File: config.mk
export PLATFORM = sky130hd
export DESIGN_NAME = de_ex_pipe
export DESIGN_NICKNAME = d
export VERILOG_FILES = /design/src/rtl/de_ex_pkg.sv /design/src/rtl/de_ex_hazard.sv /design/src/rtl/de_ex_pipe.sv
export SDC_FILE = /design/constraint.sdc
export NUM_CORES = 1
export LEC_CHECK = 0
export BUFFER_PORTS_ARGS = -buffer_cell sky130_fd_sc_hd__buf_2
export CORE_ASPECT_RATIO = 0.5
export CORE_MARGIN = 3
export CORE_UTILIZATION = 50
export CTS_BUF_LIST = sky130_fd_sc_hd__clkbuf_4
export CTS_CLUSTER_SIZE = 16
export DETAILED_ROUTE_END_ITERATION = 10
export PLACE_DENSITY = 0.88
export REMOVE_ABC_BUFFERS = 1
export SYNTH_ARGS = -nofsm -noshare
export SYNTH_HDL_FRONTEND = slang
export SYNTH_HIERARCHICAL = 1
export SYNTH_SLANG_ARGS = --single-unit
File: constraint.sdc
create_clock -name clk -period 4 [get_ports clk]
set_input_delay 0.8 -clock clk [delete_from_list [all_inputs] [get_ports clk]]
set_output_delay 0.8 -clock clk [all_outputs]
set_load 0.02 [all_outputs]
File: src/rtl/de_ex_pkg.sv
// Shared constants and control-word layout for the decode/execute register.
// Consumed by de_ex_hazard and de_ex_pipe.
package de_ex_pkg;

    localparam int XLEN_DEF  = 32;
    localparam int REG_IDX_W = 5;
    localparam int CTRL_DEF  = 24;

    localparam int CTRL_MEM_OP_LSB = 0;
    localparam int CTRL_ALUOP_LSB  = 3;
    localparam int CTRL_ALUSUB_BIT = 7;
    localparam int CTRL_CSROP_LSB  = 8;
    localparam int CTRL_MDOP_LSB   = 11;
    localparam int CTRL_MEM_EN_BIT = 14;
    localparam int CTRL_WR_MEM_BIT = 15;
    localparam int CTRL_CSR_RD_BIT = 16;
    localparam int CTRL_CSR_WR_BIT = 17;

    typedef struct packed {
        logic [5:0] rsvd;
        logic       csr_wr;
        logic       csr_rd;
        logic       wr_mem;
        logic       mem_en;
        logic [2:0] md_op;
        logic [2:0] csrop;
        logic       aluop_sub;
        logic [3:0] aluop;
        logic [2:0] mem_op;
    } ctrl_t;

endpackage

File: src/rtl/de_ex_hazard.sv
// Combinational load-use comparator between the execute-slot load and
// the instruction currently in decode.
module de_ex_hazard
    import de_ex_pkg::*;
(
    input  logic                 ex_valid,
    input  logic                 ex_load,
    input  logic                 ex_wr_reg,
    input  logic [REG_IDX_W-1:0] ex_rd,
    input  logic                 id_valid,
    input  logic [REG_IDX_W-1:0] id_rs1,
    input  logic [REG_IDX_W-1:0] id_rs2,
    input  logic                 id_rs1_used,
    input  logic                 id_rs2_used,
    output logic                 hazard
);

    logic w_rs1_hit;
    logic w_rs2_hit;

    assign w_rs1_hit = id_rs1_used & (id_rs1 == ex_rd);
    assign w_rs2_hit = id_rs2_used & (id_rs2 == ex_rd);

    // ex_wr_reg is never set for rd 0, so x0 cannot interlock
    assign hazard = ex_valid & ex_load & ex_wr_reg & id_valid
                  & (w_rs1_hit | w_rs2_hit);

endmodule

File: src/rtl/de_ex_pipe.sv
// Decode-to-execute pipeline register with load-use interlock,
// flush/hold/bubble priority and optional DE_EX_PERF_EN counters.
module de_ex_pipe
    import de_ex_pkg::*;
#(
    parameter int XLEN   = XLEN_DEF,
    parameter int CTRL_W = CTRL_DEF,
    parameter int NSTALL = 4
) (
    input  logic                 clk,
    input  logic                 cpurst,
    input  logic                 in_valid,
    input  logic [XLEN-1:0]      in_pc,
    input  logic [XLEN-1:0]      in_op1,
    input  logic [XLEN-1:0]      in_op2,
    input  logic [XLEN-1:0]      in_wdata,
    input  logic [CTRL_W-1:0]    in_ctrl,
    input  logic                 in_load,
    input  logic                 in_wr_reg,
    input  logic [REG_IDX_W-1:0] in_rd,
    input  logic [REG_IDX_W-1:0] in_rs1,
    input  logic [REG_IDX_W-1:0] in_rs2,
    input  logic                 in_rs1_used,
    input  logic                 in_rs2_used,
    input  logic                 flush,
    input  logic [NSTALL-1:0]    stall_vec,
    output logic                 hazard_stall,
    output logic                 in_ready,
    output logic                 out_valid,
    output logic [XLEN-1:0]      out_pc,
    output logic [XLEN-1:0]      out_op1,
    output logic [XLEN-1:0]      out_op2,
    output logic [XLEN-1:0]      out_wdata,
    output logic [CTRL_W-1:0]    out_ctrl,
    output logic                 out_load,
    output logic                 out_wr_reg,
    output logic [REG_IDX_W-1:0] out_rd
`ifdef DE_EX_PERF_EN
    ,
    output logic [31:0]          bubble_cnt,
    output logic [31:0]          stall_cnt
`endif
);

    logic                 r_valid;
    logic [XLEN-1:0]      r_pc;
    logic [XLEN-1:0]      r_op1;
    logic [XLEN-1:0]      r_op2;
    logic [XLEN-1:0]      r_wdata;
    logic [CTRL_W-1:0]    r_ctrl;
    logic                 r_load;
    logic                 r_wr_reg;
    logic [REG_IDX_W-1:0] r_rd;

    logic w_hold;
    logic w_hazard;

    assign w_hold = |stall_vec;

    de_ex_hazard u_hazard (
        .ex_valid    (r_valid),
        .ex_load     (r_load),
        .ex_wr_reg   (r_wr_reg),
        .ex_rd       (r_rd),
        .id_valid    (in_valid),
        .id_rs1      (in_rs1),
        .id_rs2      (in_rs2),
        .id_rs1_used (in_rs1_used),
        .id_rs2_used (in_rs2_used),
        .hazard      (w_hazard)
    );

    assign hazard_stall = w_hazard;
    assign in_ready     = ~w_hold & ~w_hazard;

    always_ff @(posedge clk) begin
        if (cpurst) begin
            r_valid  <= 1'b0;
            r_pc     <= '0;
            r_op1    <= '0;
            r_op2    <= '0;
            r_wdata  <= '0;
            r_ctrl   <= '0;
            r_load   <= 1'b0;
            r_wr_reg <= 1'b0;
            r_rd     <= '0;
        end else if (flush || (!w_hold && w_hazard)) begin
            // flush and bubble both kill the slot but keep the data fields
            r_valid  <= 1'b0;
            r_load   <= 1'b0;
            r_wr_reg <= 1'b0;
        end else if (!w_hold) begin
            r_valid  <= in_valid;
            r_pc     <= in_pc;
            r_op1    <= in_op1;
            r_op2    <= in_op2;
            r_wdata  <= in_wdata;
            r_ctrl   <= in_ctrl;
            r_load   <= in_valid & in_load;
            r_wr_reg <= in_valid & in_wr_reg & (in_rd != '0);
            r_rd     <= in_rd;
        end
    end

    assign out_valid  = r_valid;
    assign out_pc     = r_pc;
    assign out_op1    = r_op1;
    assign out_op2    = r_op2;
    assign out_wdata  = r_wdata;
    assign out_ctrl   = r_ctrl;
    assign out_load   = r_load;
    assign out_wr_reg = r_wr_reg;
    assign out_rd     = r_rd;

`ifdef DE_EX_PERF_EN
    logic [31:0] r_bubble_cnt;
    logic [31:0] r_stall_cnt;
    logic        w_bubble;

    assign w_bubble = ~flush & ~w_hold & w_hazard;

    always_ff @(posedge clk) begin
        if (cpurst) begin
            r_bubble_cnt <= '0;
            r_stall_cnt  <= '0;
        end else begin
            if (w_bubble && (r_bubble_cnt != '1))
                r_bubble_cnt <= r_bubble_cnt + 32'd1;
            if (w_hold && (r_stall_cnt != '1))
                r_stall_cnt <= r_stall_cnt + 32'd1;
        end
    end

    assign bubble_cnt = r_bubble_cnt;
    assign stall_cnt  = r_stall_cnt;
`endif

endmodule

==> impl_metrics.toml <==
[floorplan]
initial_core_util_pct = 52.1
rows = 28
boundaryPins = 341
die-height_microns = 85.0
core_area_sq_mm = 0.0120
dieArea_sq_mm = 0.0139
die_w_microns = 164

[pwr]
p_clk_share_pct = 32.6
p_int_mw = 2.10
power_density_mw_per_mm2 = 350
p_switching_mw = 0.743
power_frac_comb_pct = 10.2
sw_frac_of_total_pct = 26.2
pwr-share-seq_pct = 57.2
vdd_drop_max_uv = 211
static-leakage-power_nw = 3.47

[timing]
fmax_ghz = 0.361
slew_violations = 0
fin_skew_ns = 0.0309
min_period_ns = 2.77
final.period_utilization_pct = 69.3
slew_headroom_pct = 32.9
hold_violations = 0
tightest_slew_ns = 1.01
rsz0062_at_grt = "no"
setup_viol = 0
final.setup.tns_ns = 0

[yosys]
ys_seq_area_share_pct = 51.4
synthDistinctLibCells = 24
ys_ff_latch = 160
syn_area_sq_mm = 0.00624
ys.warnings.count = 6
syn_avg_cell_area_sq_um = 8.32
synth_cells = 750

[setup_path]
endpoint = "hazard_stall"
crit_chain = "xnor2_1 -> nand4_1 -> o22ai_1 -> buf_2"
cp-start-kind = "flip-flop"
cp_max_fo = 6
r2r-end = "out_wdata[9]"
ff2ff_path_depth = 7
critPathCaptureType = "primary output"
startpoint = "out_rd[4]"
max_stage_delay_ns = 0.48
r2r_start = "out_rd[4]"
rrSetupSlack_ns = 1.38
arrival_ns = 1.97
crit_required_ns = 3.20
worstSetupPathType = "reg2out"
crit_slowest_cell = "o22ai_1"

[grt]
track_usage_pct = 27.4
grt_pass1_wl_mm = 31.1
grt_max_degree = 125
grt_pass1_vias = 6216
grt_overflow = 0
antenna_found_initial = 0

[clocking]
clockRootBuffer = "clkbuf_4"
cts_resized = 0
clock_latency_ns = 0.50
clock_path_buffers = 2
clk_pin_slew_ns = 0.15
cts_tree = "done"
htree_levels = 4
cts_made_buffers = 17
postCtsSetupRepairBufs = 0
cts_sinks = 160
holdBufCountCts = 0

[routing]
routed_wl_mm = 20.4
drc = 0
final_antenna_net_count = 0
drtIter0Drc = 671
vias = 6825
first_pass_iters = 5
avgRoutedWirePerCell_microns = 16.8
avgViaCountPerCell = 5.64

[place]
dpl.hpwl_mm = 13.9
port_buffers = 340
gp_congestion = 0.874

[flow_run]
cap_viol_max_count = 0

[hold_path]
hold_class = "reg2reg"

[final_layout]
layout_common_cells = "buf_2 (339), nand3_1 (160), dfxtp_1 (160), a21oi_1 (157), o21ai_1 (97)"
utilization_pct = 67.8
layout-drive-gt1-share_pct = 36.7
final_common_cell = "buf_2"
area_delta_synth_final_pct = 30.2
layout.nets = 1212
diodes = 0

[outcome]
outcome = "completed"
-- synth_stat cells --
library cell | n | area, sq um
nor4_4 | 1 | 21.3
o211ai_1 | 1 | 7.51
or2_2 | 1 | 6.26
nor3_1 | 1 | 5.00
or4_1 | 1 | 7.51
a21oi_1 | 157 | 786
nor2_1 | 2 | 7.51
dfxtp_1 | 160 | 3200
o22ai_1 | 1 | 6.26
and4_1 | 1 | 8.76
nand2_1 | 2 | 7.51
nand3_1 | 160 | 801
and3b_1 | 1 | 8.76
mux2i_1 | 1 | 10.0
o21ai_0 | 60 | 300
nand4_1 | 2 | 12.5
clkbuf_1 | 62 | 233
buf_2 | 13 | 65.1
o21ai_1 | 97 | 485
a211oi_1 | 2 | 15.0
or4_4 | 1 | 11.3
nor2b_1 | 1 | 6.26
xnor2_1 | 10 | 87.6
buf_6 | 12 | 135
-- power groups by stage --
stage	clock network [mW]	registers [mW]	logic [mW]
5_1_grt	1.02	1.63	0.313
4_1_cts	0.941	1.62	0.286
6_report	0.926	1.62	0.290
3_5_place_dp	0	1.66	0.285
3_3_place_gp	0	1.66	0.282
2_1_floorplan	0	1.68	0.0826
-- routing by layer --
metal	vias up	GRT usage (%)	part of all wire, %
li1	3254	-	-
met1	3220	33.7	40
met2	300	47.9	51
met3	51	5.41	6.5
met4	0	10.2	2.8
met5	-	0	0
-- final cells by class --
cell class | count | area, sq um
Clock buffer | 19 | 143
Clock inverter | 12 | 120
Fill cell | 1066 | 3860
Multi-Input combinational cell | 503 | 2610
Sequential cell | 160 | 3200
Tap cell | 165 | 206
Timing Repair Buffer | 351 | 1840
-- worst min-delay path by stage --
stage / startpoint / endpoint / slack (ns) / depth (start not counted)
after detailed placement: out_ctrl[15] / out_ctrl[15] / 0.46 / 2
final: out_wdata[6] / out_wdata[6] / 0.48 / 2
after global placement: out_wdata[0] / out_wdata[0] / 0.46 / 2
after global routing: in_pc[2] / out_pc[2] / 0.47 / 3
after floorplan: out_load / out_load / 0.54 / 2
after CTS: out_ctrl[15] / out_ctrl[15] / 0.48 / 2
-- critical path, delay by kind of cell, from the launching register on --
| kind | cells | cell delay, ns |
|---|---|---|
| AOI/OAI and AO/OA | 1 | 0.48 |
| DFF | 1 | 0.45 |
| buffers and inverters | 1 | 0.28 |
| xor gates and xnor gates | 1 | 0.14 |
| and+or+nand+nor | 1 | 0.12 |
-- cells by family (layout without fill, tap and decap cells) --
kind of cell | count (synthesis) | after routing | share of synthesized area (%)
simple gates | 174 | 174 | 14.5
compound gates | 318 | 318 | 25.7
flops | 160 | 160 | 51.4
mux | 1 | 1 | 0.160
xor+xnor | 10 | 10 | 1.40
buf+inv | 87 | 382 | 6.94
-- metrics by stage --
stage	cell area [sq um]	total power [mW]	setup WS, ns	cells	hold slack, ns
2_1_floorplan	5800	1.77	-2.66	663	0.539
3_3_place_gp	7860	1.94	1.05	1179	0.456
3_5_place_dp	7860	1.94	0.913	1179	0.465
4_1_cts	8120	2.85	1.19	1210	0.482
5_1_grt	8120	2.96	1.02	1210	0.475
6_report	8120	2.84	1.23	1210	0.478
(Power assumes the default switching activity.)
